[config.mk]
export PLATFORM = sky130hd
export DESIGN_NAME = uart_hex_chunk_rx
export DESIGN_NICKNAME = d
export VERILOG_FILES = /design/src/rtl/uart_pkg.sv /design/src/rtl/uart_rx.sv /design/src/rtl/uart_hex_chunk_rx.sv
export SDC_FILE = /design/constraint.sdc
export NUM_CORES = 1
export LEC_CHECK = 0
export ABC_CLOCK_PERIOD_IN_PS = 25500
export CAP_MARGIN = 20
export CORE_UTILIZATION = 50
export CTS_CLUSTER_SIZE = 14
export DETAILED_ROUTE_END_ITERATION = 8
export HOLD_SLACK_MARGIN = 0.05
export PLACE_DENSITY_LB_ADDON = 0.2
export SLEW_MARGIN = 20
export SYNTH_ARGS = -nofsm -noshare
export SYNTH_HDL_FRONTEND = slang
export SYNTH_SLANG_ARGS = --single-unit
[constraint.sdc]
create_clock -name clk -period 25.5 [get_ports clk]
set_clock_uncertainty 0.05 [all_clocks]
set_input_delay 2.55 -clock clk [delete_from_list [all_inputs] [get_ports clk]]
set_output_delay 2.55 -clock clk [all_outputs]
set_load 0.02 [all_outputs]
[src/rtl/uart_pkg.sv]
// Shared UART definitions: receiver state encoding, ASCII constants and the
// hex character decoder used by the receive side and mirrored by the TX side.
package uart_pkg;

  typedef enum logic [1:0] {
    IDLE,
    START,
    DATA,
    STOP
  } uart_state_t;

  localparam logic [7:0] ASCII_0  = 8'h30;
  localparam logic [7:0] ASCII_9  = 8'h39;
  localparam logic [7:0] ASCII_UA = 8'h41;
  localparam logic [7:0] ASCII_UF = 8'h46;
  localparam logic [7:0] ASCII_LA = 8'h61;
  localparam logic [7:0] ASCII_LF = 8'h66;

  typedef struct packed {
    logic       valid;
    logic [3:0] nibble;
  } hex_nibble_t;

  // Digits carry their value in the low nibble; letters a-f / A-F have low
  // nibbles 1..6, so adding 9 yields 10..15 for either case.
  function automatic hex_nibble_t hex_decode(input logic [7:0] ch);
    hex_nibble_t res;
    res = '0;
    if (ch >= ASCII_0 && ch <= ASCII_9) begin
      res.valid  = 1'b1;
      res.nibble = ch[3:0];
    end else if ((ch >= ASCII_LA && ch <= ASCII_LF) ||
                 (ch >= ASCII_UA && ch <= ASCII_UF)) begin
      res.valid  = 1'b1;
      res.nibble = ch[3:0] + 4'd9;
    end
    return res;
  endfunction

endpackage

[src/rtl/uart_rx.sv]
// UART 8N1 receiver: two-flop input synchroniser followed by a start / data /
// stop bit FSM. Produces a one-cycle byte_done strobe with the received byte
// and a sticky frame error when a stop bit is sampled low.
module uart_rx #(
  parameter int CLK_FREQ = 1000000,
  parameter int BAUD     = 9600
) (
  input  logic       clk,
  input  logic       reset,
  input  logic       rx,
  output logic       byte_done,
  output logic [7:0] byte_data,
  output logic       frame_err
);
  import uart_pkg::*;

  localparam int CYCLES_PER_BIT = CLK_FREQ / BAUD;
  localparam int CYC_W          = (CYCLES_PER_BIT > 1) ? $clog2(CYCLES_PER_BIT) : 1;
  localparam logic [CYC_W-1:0] CYC_HALF = CYC_W'(CYCLES_PER_BIT / 2);
  localparam logic [CYC_W-1:0] CYC_LAST = CYC_W'(CYCLES_PER_BIT - 1);

  logic             sync1_q;
  logic             sync2_q;
  logic             rxs;
  uart_state_t      state_q, state_d;
  logic [CYC_W-1:0] cyc_q, cyc_d;
  logic [2:0]       bit_cnt_q, bit_cnt_d;
  logic [7:0]       shift_q, shift_d;
  logic             frame_err_q, frame_err_d;

  assign rxs       = sync2_q;
  assign byte_data = shift_q;
  assign frame_err = frame_err_q;

  // Bring the asynchronous line into the clock domain; resets to the idle level
  // so a reset never looks like a start bit.
  always_ff @(posedge clk or posedge reset) begin
    if (reset) begin
      sync1_q <= 1'b1;
      sync2_q <= 1'b1;
    end else begin
      sync1_q <= rx;
      sync2_q <= sync1_q;
    end
  end

  // Receiver state, counters, shift register and sticky frame error.
  always_ff @(posedge clk or posedge reset) begin
    if (reset) begin
      state_q     <= IDLE;
      cyc_q       <= '0;
      bit_cnt_q   <= '0;
      shift_q     <= '0;
      frame_err_q <= 1'b0;
    end else begin
      state_q     <= state_d;
      cyc_q       <= cyc_d;
      bit_cnt_q   <= bit_cnt_d;
      shift_q     <= shift_d;
      frame_err_q <= frame_err_d;
    end
  end

  // Next-state logic: confirm the start bit at mid-bit, then sample each data
  // bit and the stop bit one full bit period apart, LSB first.
  always_comb begin
    state_d     = state_q;
    cyc_d       = cyc_q;
    bit_cnt_d   = bit_cnt_q;
    shift_d     = shift_q;
    frame_err_d = frame_err_q;
    byte_done   = 1'b0;
    case (state_q)
      IDLE: begin
        if (!rxs) begin
          state_d = START;
          cyc_d   = '0;
        end
      end
      START: begin
        if (cyc_q == CYC_HALF) begin
          cyc_d = '0;
          if (!rxs) begin
            state_d   = DATA;
            bit_cnt_d = '0;
          end else begin
            state_d = IDLE;
          end
        end else begin
          cyc_d = cyc_q + 1'b1;
        end
      end
      DATA: begin
        if (cyc_q == CYC_LAST) begin
          cyc_d   = '0;
          shift_d = {rxs, shift_q[7:1]};
          if (bit_cnt_q == 3'd7) begin
            state_d = STOP;
          end else begin
            bit_cnt_d = bit_cnt_q + 3'd1;
          end
        end else begin
          cyc_d = cyc_q + 1'b1;
        end
      end
      STOP: begin
        if (cyc_q == CYC_LAST) begin
          cyc_d   = '0;
          state_d = IDLE;
          if (rxs) begin
            byte_done = 1'b1;
          end else begin
            frame_err_d = 1'b1;
          end
        end else begin
          cyc_d = cyc_q + 1'b1;
        end
      end
      default: begin
        state_d = IDLE;
      end
    endcase
  end

endmodule

[src/rtl/uart_hex_chunk_rx.sv]
// ASCII hex receiver that packs nibbles into WIDTH-bit chunks for the keccak
// message input. The first character received lands in chunk[3:0]. A full
// chunk is held on a valid/ready port; characters arriving while it is held
// and not being accepted are dropped and flagged.
module uart_hex_chunk_rx #(
  parameter int CLK_FREQ = 1000000,
  parameter int BAUD     = 9600,
  parameter int WIDTH    = 576
) (
  input  logic             clk,
  input  logic             reset,
  input  logic             rx,
  output logic [WIDTH-1:0] chunk,
  output logic             chunk_valid,
  input  logic             chunk_ready,
  output logic             frame_err,
  output logic             overrun,
  output logic             bad_char
);
  import uart_pkg::*;

  localparam int NIBBLES = WIDTH / 4;
  localparam int IDX_W   = (NIBBLES > 1) ? $clog2(NIBBLES) : 1;
  localparam logic [IDX_W-1:0] IDX_LAST = IDX_W'(NIBBLES - 1);

  logic             byte_done;
  logic [7:0]       byte_data;
  hex_nibble_t      dec;
  logic             transfer;
  logic [WIDTH-1:0] chunk_q, chunk_d;
  logic             chunk_valid_q, chunk_valid_d;
  logic [IDX_W-1:0] idx_q, idx_d;
  logic             overrun_q, overrun_d;
  logic             bad_char_q, bad_char_d;

  uart_rx #(
    .CLK_FREQ(CLK_FREQ),
    .BAUD    (BAUD)
  ) u_rx (
    .clk      (clk),
    .reset    (reset),
    .rx       (rx),
    .byte_done(byte_done),
    .byte_data(byte_data),
    .frame_err(frame_err)
  );

  assign dec         = hex_decode(byte_data);
  assign transfer    = chunk_valid_q & chunk_ready;
  assign chunk       = chunk_q;
  assign chunk_valid = chunk_valid_q;
  assign overrun     = overrun_q;
  assign bad_char    = bad_char_q;

  // Packer registers: chunk data, nibble index, hold flag and sticky errors.
  always_ff @(posedge clk or posedge reset) begin
    if (reset) begin
      chunk_q       <= '0;
      chunk_valid_q <= 1'b0;
      idx_q         <= '0;
      overrun_q     <= 1'b0;
      bad_char_q    <= 1'b0;
    end else begin
      chunk_q       <= chunk_d;
      chunk_valid_q <= chunk_valid_d;
      idx_q         <= idx_d;
      overrun_q     <= overrun_d;
      bad_char_q    <= bad_char_d;
    end
  end

  // A transfer releases the held chunk in the same cycle a new nibble may
  // arrive, so that nibble starts the next chunk instead of being dropped.
  always_comb begin
    chunk_d       = chunk_q;
    chunk_valid_d = chunk_valid_q;
    idx_d         = idx_q;
    overrun_d     = overrun_q;
    bad_char_d    = bad_char_q;
    if (transfer) begin
      chunk_valid_d = 1'b0;
    end
    if (byte_done) begin
      if (!dec.valid) begin
        bad_char_d = 1'b1;
      end else if (chunk_valid_q && !chunk_ready) begin
        overrun_d = 1'b1;
      end else begin
        chunk_d[{idx_q, 2'b00} +: 4] = dec.nibble;
        if (idx_q == IDX_LAST) begin
          chunk_valid_d = 1'b1;
          idx_d         = '0;
        end else begin
          idx_d = idx_q + 1'b1;
        end
      end
    end
  end

endmodule

==> impl_metrics.toml <==
[yosys]
synth.most_common_cell = "dfrtp_1"
avgSynthCellArea_um2 = 14.7
async_flop_share_pct = 100
synthTopCellsByArea = "dfrtp_1 (59%), mux2_2 (22%), nor3_2 (3.0%)"
ys_seq_elements = 610
seq_area_frac_synth_pct = 59.6
synth_edf_count = 0
synthFlopType = "dfrtp_1"
synth.distinct_cells = 73
synthCells = 1738
synth_top_cell_by_area = "dfrtp_1"
syn-num-nets = 1756
syn_area_um2 = 25600
yosysWarnings = 0
synth.top_cells.by_count = "dfrtp_1 (608), mux2_2 (489), o21ai_0 (81)"
netlist.area_leader.share_pct = 59.4

[worst_setup_path]
critPathSlowestCell = "buf_4"
path_class = "in -> async"
cp_data_required_time_ns = 26.10
max_stage_delay_ns = 0.77
arrival_ns = 5.90
cp-start-kind = "input pin"
cpMostUsedCell = "buf_6"
cp_cell_sequence = "clkdlybuf4s50_1 > inv_8 > buf_4 > buf_6 > buf_6"
crit_fanout = 96
end_kind = "asynchronous set/reset pin"

[floorplanning]
die_y_um = 228
core_area_um2 = 50400
rows = 82
num_io_pins = 584
initial_utilization_pct = 50.8
die_w_um = 228
dieArea_um2 = 52100

[global_route]
grt_overflow = 0
grt_usage_pct = 30.6
grt_pass1_wl_um = 120000
grt_max_degree = 97
grt_pass1_vias = 18200
antenna_found_initial = 0

[layout]
multi_input_area_um2 = 9920
seq_area_um2 = 15300
nets = 2320
drive_above_1_share_pct = 32.8
antenna_cells = 0
fin_cells = 3022
syn_to_final_growth_pct = 33.6
stdcell_area_um2 = 34200
nFillCells = 3618

[timing]
tightest_slew_ns = 1.16
setup_viol = 0
hold_violations = 0
setup-tns-final_ns = 0
fmax_ghz = 0.189
rsz0062_at_grt = "false"
maxSlewViolCount = 0
slew_headroom_pct = 22.3
fin_crit_ns = 5.30
fin_crit_sh_pct = 20.8
fin_ws_ns = 20.20

[routing]
via_count = 17100
viasPerCell = 5.64
wl_per_cell_um = 26.3
drc = 0
antenna_left = 0
drt_wl_total_um = 79600
first_iter_violations = 978
firstDrtPassIters = 5

[run_status]
status = "finished clean"

[power]
switching_power_uw = 391
power.leakage_nw = 15.4
p_int_mw = 1.50
power.density_nw_per_um2 = 55.2
p_sw_share_pct = 20.7
clock_power_share_pct = 47.6
seqPwrFrac_pct = 51.3
ir_worst_vdd_mv = 0.0523
p_total_mw = 1.89
p_comb_share_pct = 1.1

[cts]
cts_sinks = 610
cts-root-buf = "clkbuf_16"
cts_hold_buffers = 0
htree_levels = 2
clk_latency_ns = 0.63
cts_resized = 0
ctsLongestPathBuffers = 3
cts_buffers = 60
clk_pin_slew_ns = 0.06
cts_tree = "done"
cts_setup_buffers = 0

[placement]
placed_cells = 2912
dp.final_hpwl_um = 55000
gp_congestion = 0.897
place_ws_ns = 18.79
io_buffers = 583
placed_area_um2 = 32200

[hold_path]
hp-class = "reg -> reg"

[job]
drv_cap = 0
==> critical path: cells and delay by family <==
kind                   cells  cell delay (ns)
buffers and inverters      5             3.15
==> sequential cells by signal, indices dropped and copies added, names as in the netlist, named ones only <==
register / flops
u_rx.state_q: 1
u_rx.frame_err: 1
u_rx.byte_data: 8
overrun: 1
u_rx.bit_cnt_q: 3
idx_q: 8
u_rx.rxs: 1
u_rx.cyc_q: 7
bad_char: 1
chunk: 576
u_rx.sync1_q: 1
chunk_valid: 1
==> metrics by stage <==
step	hold WS (ns)	utilization, %
after global routing	0.321	67.9
after CTS	0.314	67.9
after floorplan	0.295	-
final	0.311	67.9
after global placement	0.302	63.8
after detailed placement	0.301	63.9
==> final timing paths <==
path	from	endpoint	slack (ns)	cells after the start
setup / recovery	reset	chunk[166]$_DFFE_PP0P_	20.20	5
hold / removal	u_rx.sync1_q$_DFF_PP1_	u_rx.rxs$_DFF_PP1_	0.31	0
setup reg to reg	idx_q[1]$_DFFE_PP0P_	chunk[353]$_DFFE_PP0P_	21.27	8
hold reg to reg	u_rx.sync1_q$_DFF_PP1_	u_rx.rxs$_DFF_PP1_	0.31	0
max in group clk	chunk_ready	chunk[353]$_DFFE_PP0P_	20.28	7
min in group asynchronous	reset	chunk[559]$_DFFE_PP0P_	2.40	2
==> power by group through the flow <==
stage	clock (mW)	sequential, mW	combinational [mW]
after floorplan	0	0.987	0.0141
after global placement	0	0.986	0.0204
after detailed placement	0	0.986	0.0213
after CTS	0.909	0.968	0.0212
after global routing	0.947	0.968	0.0242
final	0.898	0.968	0.0201
==> logic make-up (layout without fill, tap and decap cells) <==
group           after synthesis  after routing  synth area share [%]
buf+inv                     129            741                  2.17
flops                       610            610                  59.6
fa+ha+maj                    14             14                 0.684
simple gates                277            277                  9.10
compound gates              143            143                  3.67
mux                         555            555                  24.4
xor+xnor                     10             10                 0.342
==> placed cells by master, fill, tap and decap left out, types with 30 or more instances in the layout <==
| cell type | instances |
|---|---|
| mux2_1 | 63 |
| o21ai_0 | 81 |
| dfrtp_1 | 608 |
| nor3_2 | 79 |
| buf_4 | 30 |
| clkbuf_16 | 61 |
| clkdlybuf4s50_1 | 583 |
| nor2_1 | 31 |
| nand2_1 | 34 |
| mux2_2 | 489 |
==> per-layer routing <==
| metal | vias to the layer above | global-route usage, % | share of wire [%] |
|---|---|---|---|
| met3 | 149 | 8.81 | 7.1 |
| li1 | 7372 | - | - |
| met1 | 8980 | 37.9 | 40 |
| met2 | 549 | 51.2 | 49 |
| met5 | - | 0 | 0 |
| met4 | 0 | 10.9 | 3.8 |
==> final cells by class <==
type	count	share of cell area [%]
clock buffer	97	5.33
clock inverter	13	0.516
inverter	13	0.165
multi-input combinational	999	29.0
sequential	610	44.6
tap	672	2.46
timing repair buffer	618	17.9
(Power assumes the default switching activity.)
